$ cat config.mk
export PLATFORM = sky130hd
export DESIGN_NAME = cmd_issuer_flat
export DESIGN_NICKNAME = d
export VERILOG_FILES = /design/src/rtl/cmd_issuer_if.sv /design/src/rtl/cmd_issuer.sv /design/src/flat_wrapper.sv
export SDC_FILE = /design/constraint.sdc
export NUM_CORES = 1
export LEC_CHECK = 0
export CORE_UTILIZATION = 55
export DETAILED_ROUTE_END_ITERATION = 10
export PLACE_DENSITY = 0.86
export REMOVE_ABC_BUFFERS = 1
export SKIP_CTS_REPAIR_TIMING = 1
export SLEW_MARGIN = 40
export SYNTH_ARGS = -nofsm -noshare
export SYNTH_HDL_FRONTEND = slang
export SYNTH_SLANG_ARGS = --single-unit
$ cat constraint.sdc
create_clock -name i_clk -period 7.1 [get_ports i_clk]
set_clock_uncertainty 0.1 [all_clocks]
set_input_delay 1.065 -clock i_clk [delete_from_list [all_inputs] [get_ports i_clk]]
set_output_delay 1.065 -clock i_clk [all_outputs]
set_load 0.02 [all_outputs]
$ cat src/rtl/cmd_issuer_if.sv
// Handshake bundle between cmd_issuer, the command queue and the SIMD core array.
// master = issuer side, slave = queue/core side.
interface cmd_issuer_if #(
    parameter int unsigned NUM_CORES = 4,
    parameter int unsigned CMD_W     = 64
);
    logic [CMD_W-1:0]     queue_cmd;
    logic                 queue_empty;
    logic                 issuer_rd_queue;
    logic [NUM_CORES-1:0] o_core_valid;
    logic [CMD_W-1:0]     o_core_cmd;
    logic [NUM_CORES-1:0] i_core_ready;
    logic [NUM_CORES-1:0] i_core_done;
    logic                 o_stall_dep;
    logic                 o_idle;

    modport master (
        input  queue_cmd, queue_empty, i_core_ready, i_core_done,
        output issuer_rd_queue, o_core_valid, o_core_cmd, o_stall_dep, o_idle
    );

    modport slave (
        output queue_cmd, queue_empty, i_core_ready, i_core_done,
        input  issuer_rd_queue, o_core_valid, o_core_cmd, o_stall_dep, o_idle
    );
endinterface

$ cat src/rtl/cmd_issuer.sv
// Pops commands from a show-ahead queue, checks address hazards against in-flight commands and
// dispatches to a free core. Define ISSUER_RR_ARB_EN for round-robin core select (else lowest free).
module cmd_issuer #(
    parameter int unsigned     NUM_CORES  = 4,
    parameter int unsigned     ADDR_W     = 20,
    parameter int unsigned     OP_W       = 4,
    parameter logic [OP_W-1:0] OP_BARRIER = {OP_W{1'b1}}
) (
    input  logic         i_clk,
    input  logic         i_rstn,
    cmd_issuer_if.master bus
);
    localparam int unsigned CMD_W = OP_W + 3 * ADDR_W;
    localparam int unsigned SEL_W = (NUM_CORES > 1) ? $clog2(NUM_CORES) : 1;

    typedef enum logic [1:0] {StEmpty, StHeld, StDispatch} state_e;

    state_e               state_q, state_d;
    logic [CMD_W-1:0]     cmd_q, cmd_d;
    logic [SEL_W-1:0]     sel_q, sel_d;
    logic [NUM_CORES-1:0] busy_q, busy_d;
    logic [ADDR_W-1:0]    sb_dst_q  [NUM_CORES];
    logic [ADDR_W-1:0]    sb_src0_q [NUM_CORES];
    logic [ADDR_W-1:0]    sb_src1_q [NUM_CORES];

    logic [OP_W-1:0]      op;
    logic [ADDR_W-1:0]    dst, src0, src1;
    logic                 hazard, any_free, accept, pop, stall;
    logic [SEL_W-1:0]     free_sel;
    logic [NUM_CORES-1:0] core_valid;

    assign op   = cmd_q[CMD_W-1 -: OP_W];
    assign dst  = cmd_q[3*ADDR_W-1 -: ADDR_W];
    assign src0 = cmd_q[2*ADDR_W-1 -: ADDR_W];
    assign src1 = cmd_q[ADDR_W-1:0];

    // RAW/WAW against in-flight dst, WAR against in-flight sources.
    always_comb begin
        hazard = 1'b0;
        for (int k = 0; k < int'(NUM_CORES); k++) begin
            if (busy_q[k] && (src0 == sb_dst_q[k] || src1 == sb_dst_q[k] || dst == sb_dst_q[k] ||
                              dst == sb_src0_q[k] || dst == sb_src1_q[k])) begin
                hazard = 1'b1;
            end
        end
    end

`ifdef ISSUER_RR_ARB_EN
    logic [SEL_W-1:0] rr_q, rr_d;

    always_comb begin
        int idx;
        any_free = 1'b0;
        free_sel = '0;
        for (int i = 0; i < int'(NUM_CORES); i++) begin
            idx = int'(rr_q) + i;
            if (idx >= int'(NUM_CORES)) idx = idx - int'(NUM_CORES);
            if (!any_free && !busy_q[idx]) begin
                any_free = 1'b1;
                free_sel = SEL_W'(idx);
            end
        end
    end

    always_comb begin
        rr_d = rr_q;
        if (accept) rr_d = (int'(sel_q) == int'(NUM_CORES) - 1) ? '0 : sel_q + 1'b1;
    end

    always_ff @(posedge i_clk or negedge i_rstn) begin
        if (!i_rstn) rr_q <= '0;
        else         rr_q <= rr_d;
    end
`else
    // Descending scan so the lowest free index wins.
    always_comb begin
        any_free = 1'b0;
        free_sel = '0;
        for (int k = int'(NUM_CORES) - 1; k >= 0; k--) begin
            if (!busy_q[k]) begin
                any_free = 1'b1;
                free_sel = SEL_W'(k);
            end
        end
    end
`endif

    always_comb begin
        state_d    = state_q;
        cmd_d      = cmd_q;
        sel_d      = sel_q;
        busy_d     = busy_q & ~bus.i_core_done;
        accept     = 1'b0;
        pop        = 1'b0;
        stall      = 1'b0;
        core_valid = '0;
        case (state_q)
            StEmpty: begin
                if (!bus.queue_empty) begin
                    pop     = 1'b1;
                    cmd_d   = bus.queue_cmd;
                    state_d = StHeld;
                end
            end
            StHeld: begin
                if (op == OP_BARRIER) begin
                    if (busy_q == '0) state_d = StEmpty;
                    else              stall   = 1'b1;
                end else if (hazard) begin
                    stall = 1'b1;
                end else if (any_free) begin
                    sel_d   = free_sel;
                    state_d = StDispatch;
                end
            end
            StDispatch: begin
                core_valid[sel_q] = 1'b1;
                if (bus.i_core_ready[sel_q]) begin
                    accept        = 1'b1;
                    busy_d[sel_q] = 1'b1;
                    state_d       = StEmpty;
                end
            end
            default: state_d = StEmpty;
        endcase
    end

    always_ff @(posedge i_clk or negedge i_rstn) begin
        if (!i_rstn) begin
            state_q <= StEmpty;
            cmd_q   <= '0;
            sel_q   <= '0;
            busy_q  <= '0;
        end else begin
            state_q <= state_d;
            cmd_q   <= cmd_d;
            sel_q   <= sel_d;
            busy_q  <= busy_d;
        end
    end

    always_ff @(posedge i_clk or negedge i_rstn) begin
        if (!i_rstn) begin
            for (int k = 0; k < int'(NUM_CORES); k++) begin
                sb_dst_q[k]  <= '0;
                sb_src0_q[k] <= '0;
                sb_src1_q[k] <= '0;
            end
        end else if (accept) begin
            sb_dst_q[sel_q]  <= dst;
            sb_src0_q[sel_q] <= src0;
            sb_src1_q[sel_q] <= src1;
        end
    end

    // Pop is masked during reset so a full queue is never consumed while held in reset.
    assign bus.issuer_rd_queue = pop & i_rstn;
    assign bus.o_core_valid    = core_valid;
    assign bus.o_core_cmd      = (state_q == StDispatch) ? cmd_q : '0;
    assign bus.o_stall_dep     = stall;
    assign bus.o_idle          = (state_q == StEmpty) && (busy_q == '0);
endmodule
$ cat src/flat_wrapper.sv
// flat-port wrapper written by rule: the top's interface ports become plain ports
module cmd_issuer_flat 
#(
    parameter int unsigned     NUM_CORES  = 4,
    parameter int unsigned     ADDR_W     = 20,
    parameter int unsigned     OP_W       = 4,
    parameter logic [OP_W-1:0] OP_BARRIER = {OP_W{1'b1}}
)
  (i_clk, i_rstn, bus_queue_cmd, bus_queue_empty, bus_i_core_ready, bus_i_core_done, bus_issuer_rd_queue, bus_o_core_valid, bus_o_core_cmd, bus_o_stall_dep, bus_o_idle);
  cmd_issuer_if #(.NUM_CORES(NUM_CORES)) bus_i ();
  input  logic i_clk;
  input  logic i_rstn;
  input wire logic [$bits(bus_i.queue_cmd)-1:0] bus_queue_cmd;
  input wire logic [$bits(bus_i.queue_empty)-1:0] bus_queue_empty;
  input wire logic [$bits(bus_i.i_core_ready)-1:0] bus_i_core_ready;
  input wire logic [$bits(bus_i.i_core_done)-1:0] bus_i_core_done;
  output wire logic [$bits(bus_i.issuer_rd_queue)-1:0] bus_issuer_rd_queue;
  output wire logic [$bits(bus_i.o_core_valid)-1:0] bus_o_core_valid;
  output wire logic [$bits(bus_i.o_core_cmd)-1:0] bus_o_core_cmd;
  output wire logic [$bits(bus_i.o_stall_dep)-1:0] bus_o_stall_dep;
  output wire logic [$bits(bus_i.o_idle)-1:0] bus_o_idle;
  assign bus_i.queue_cmd = bus_queue_cmd;
  assign bus_i.queue_empty = bus_queue_empty;
  assign bus_i.i_core_ready = bus_i_core_ready;
  assign bus_i.i_core_done = bus_i_core_done;
  assign bus_issuer_rd_queue = bus_i.issuer_rd_queue;
  assign bus_o_core_valid = bus_i.o_core_valid;
  assign bus_o_core_cmd = bus_i.o_core_cmd;
  assign bus_o_stall_dep = bus_i.o_stall_dep;
  assign bus_o_idle = bus_i.o_idle;
  cmd_issuer #(.NUM_CORES(NUM_CORES), .ADDR_W(ADDR_W), .OP_W(OP_W), .OP_BARRIER(OP_BARRIER)) u_core (.i_clk(i_clk), .i_rstn(i_rstn), .bus(bus_i));
endmodule
==> run summary <==
Antenna violations before repair -> 1
Share of layout cells above drive strength 1 -> 26.5%
Mux contribution to synthesized area -> 20.2%
DR pass1 iterations -> 5
Final setup violation count -> 0
Internal -> 5860 µW
Drt wl/cell -> 26.9 µm
H-tree levels -> 2
ANT nets after route -> 0
Min Tclk post-route -> 5.60 ns
Period utilization -> 78.8%
Reg power frac -> 39.8%
CTS tree -> built
DR DRC count -> 0
Number of unique standard cell types used by synthesis -> 31
Top-count cell post-synth -> dfrtp_1
Synthesis-stage register bit count -> 312
I/O pins -> 146
Clock Power Share -> 17.9%
Critical Path Start Type -> register
Area Overhead vs Synth -> 15.1%
CP Max Fanout -> 10
Net Sw Power -> 4320 µW
Clk_lat worst skew -> 0.52 ns
Synthesized cell area -> 0.0171 mm²
CTS buffer count -> 36
# port buffers -> 145
Pleak -> 0.00835 µW
ANT cells -> 0
Detailed Place HPWL -> 35,200 µm
Starting DRT DRC Count -> 730
Row count -> 64
Critical Path AT -> 4.43 ns
DRT met1 WL -> 22,900 µm
Largest net degree at the start of global routing -> 73
Worst-path clk slew -> 0.06 ns
Post-synth EDFFs -> 0
Met3 wire len -> 4220 µm
Pre-CTS WS -> 2.16 ns
Core ar. -> 0.0306 mm²
RSZ-0062 raised after global routing -> no
Die H -> 178 µm
Compound-Gate Fraction of Synth Area -> 0.946%
Status -> finished clean
Simple-gate share of the synthesized area -> 7.73%
Sink Count -> 312
Peak supply drop -> 0.268 mV
Largest family of logic cells by synthesized area -> XOR/XNOR gates
Final Hold Vio Count -> 0
Post-Synth Adder-Cell Area -> 0%
Initial Util -> 55.8%
Global-route usage over all layers -> 33.1%
WL met2 -> 23,000 µm
Synth Warn # -> 0
Die Footprint -> 0.0317 mm²
Switch share -> 42.4%
Crit. End Element -> primary output
Slew @ Worst Pin -> 0.833 ns
Pwr dens -> 518 mW/mm²
Setup CP Type -> reg2out
Top Metal Used -> met4
Die Span X -> 178 µm
Max Slew Vio Count -> 0
Fmax -> 0.179 GHz
Root Driver -> clkbuf_16
Seq/Total Area, Yosys -> 45.7%
Most used DFF post-synth -> dfrtp_1
HP Class -> in2async
Post-synthesis xor/xnor area fraction -> 20.5%
DR vias -> 11,100
Comb power frac -> 42.3%
Worst Slack Setup Final -> 1.50 ns
First-pass GRT wire length -> 75,700 µm
RD Place Congestion -> 0.943
Largest area contributor in the netlist -> dfrtp_1
Required time of the critical path -> 5.93 ns
Synth area leaders -> dfrtp_1 (46%), mux2_2 (20%), xnor2_1 (11%)
WL final -> 51,200 µm
Max-cap violations -> 0
Final net count -> 1,556
Worst slew margin -> 44.5%
Clock buffer depth -> 3
Cells after Synth -> 1,387
Share of the synthesized area in the top cell type -> 45.7%
Grt ovf -> 0
WHS -> 0.345 ns
Vias per cell -> 5.86
Syn Area/Cell -> 12.3 µm²
Commonest cells in the netlist -> dfrtp_1 (312), mux2_2 (304), xnor2_1 (208)
Async SR Flop Fraction -> 100%
Vias in the first global route -> 11,300
-- area by class of cell --
class                           instances  area (µm²)
Inverter                                4        15.0
Tap cell                              396         495
Clock inverter                          8        92.6
Sequential cell                       312        7810
Clock buffer                           55        1050
Timing Repair Buffer                  175        1710
Fill cell                            2375       10900
Multi-Input combinational cell        952        8470
-- power groups by stage --
stage          Combinational (µW)  Clock [µW]  Sequential, µW
6_report                     4300        1830            4050
4_1_cts                      4260        1840            4020
3_5_place_dp                 4220           0            4050
3_3_place_gp                 4180           0            4000
5_1_grt                      4610        1910            4140
2_1_floorplan                2810           0            3610
-- final timing paths --
| path | cells after the start | start | slack [ns] | to |
|---|---|---|---|---|
| max | 11 | u_core.cmd_q[58] | 1.50 | bus_o_stall_dep |
| min | 1 | i_rstn | 0.34 | u_core.cmd_q[6] |
| max reg2reg | 8 | u_core.cmd_q[51] | 3.58 | u_core.sel_q[0] |
| min reg2reg | 1 | u_core.sb_src1_q[70] | 0.42 | u_core.sb_src1_q[70] |
| max in group asynchronous | 3 | i_rstn | 4.85 | u_core.sb_src0_q[6] |
| min in group i_clk | 1 | u_core.sb_src1_q[70] | 0.42 | u_core.sb_src1_q[70] |
-- routing by layer --
metal,vias up,GRT usage (%)
li1,4922,-
met1,5747,47.8
met2,406,49.6
met3,70,8.93
met4,0,7.49
met5,-,0
-- registers in the layout (all words and copies together) (netlist names) --
register	count
u_core.busy_q	4
u_core.sb_dst_q	80
u_core.state_q	2
u_core.sb_src1_q	80
u_core.sb_src0_q	80
u_core.sel_q	2
u_core.cmd_q	64
-- cells in the final DEF (no fill, tap or decap), types with 2 or more instances in the layout --
master           instances
dfrtp_1                308
buf_4                   25
a21oi_1                  3
clkbuf_1                12
nand2_1                  2
o21ai_0                  8
buf_6                    4
clkbuf_8                 6
nand4_1                 54
nor3_1                  22
and2_1                  65
xnor2_1                208
nand3_1                 12
nor4_1                  48
nor2_1                   4
clkdlybuf4s50_1        144
inv_1                    4
xor2_1                 192
nand2_4                  3
clkbuf_16               37
a31oi_1                 12
mux2_2                 304
dfrtp_2                  4
clkinv_2                 5
nand2b_1                 2
bufinv_16                2
-- kinds of logic after synthesis --
family / Yosys count
AOI/OAI and AO/OA: 26
xor gates and xnor gates: 400
buffers and inverters: 123
DFF: 312
muxes: 305
and+or+nand+nor: 221
-- through the flow --
| step | instance area (µm²) | total power, µW | cells | utilization, % | setup TNS, ns |
|---|---|---|---|---|---|
| floorplan | 16300 | 6420 | 1268 | - | -0.0337 |
| global route | 19700 | 10700 | 1902 | 64.2 | 0 |
| CTS | 19600 | 10100 | 1902 | 64.2 | 0 |
| finish | 19700 | 10200 | 1902 | 64.2 | 0 |
| detailed placement | 18500 | 8260 | 1839 | 60.4 | 0 |
| global placement | 18400 | 8190 | 1838 | 60.3 | 0 |
-- critical path, cell delays in order (launching register included) --
cell             delay (ns)
dfrtp_1                0.66
buf_4                  0.33
xor2_1                 0.09
nor4_1                 0.50
nand3_1                0.28
nor3_1                 0.41
a31oi_1                0.08
a31oi_1                0.23
or4_1                  0.34
a21oi_1                0.13
nor3b_1                0.23
clkdlybuf4s50_1        0.64
(Power assumes the default switching activity.)
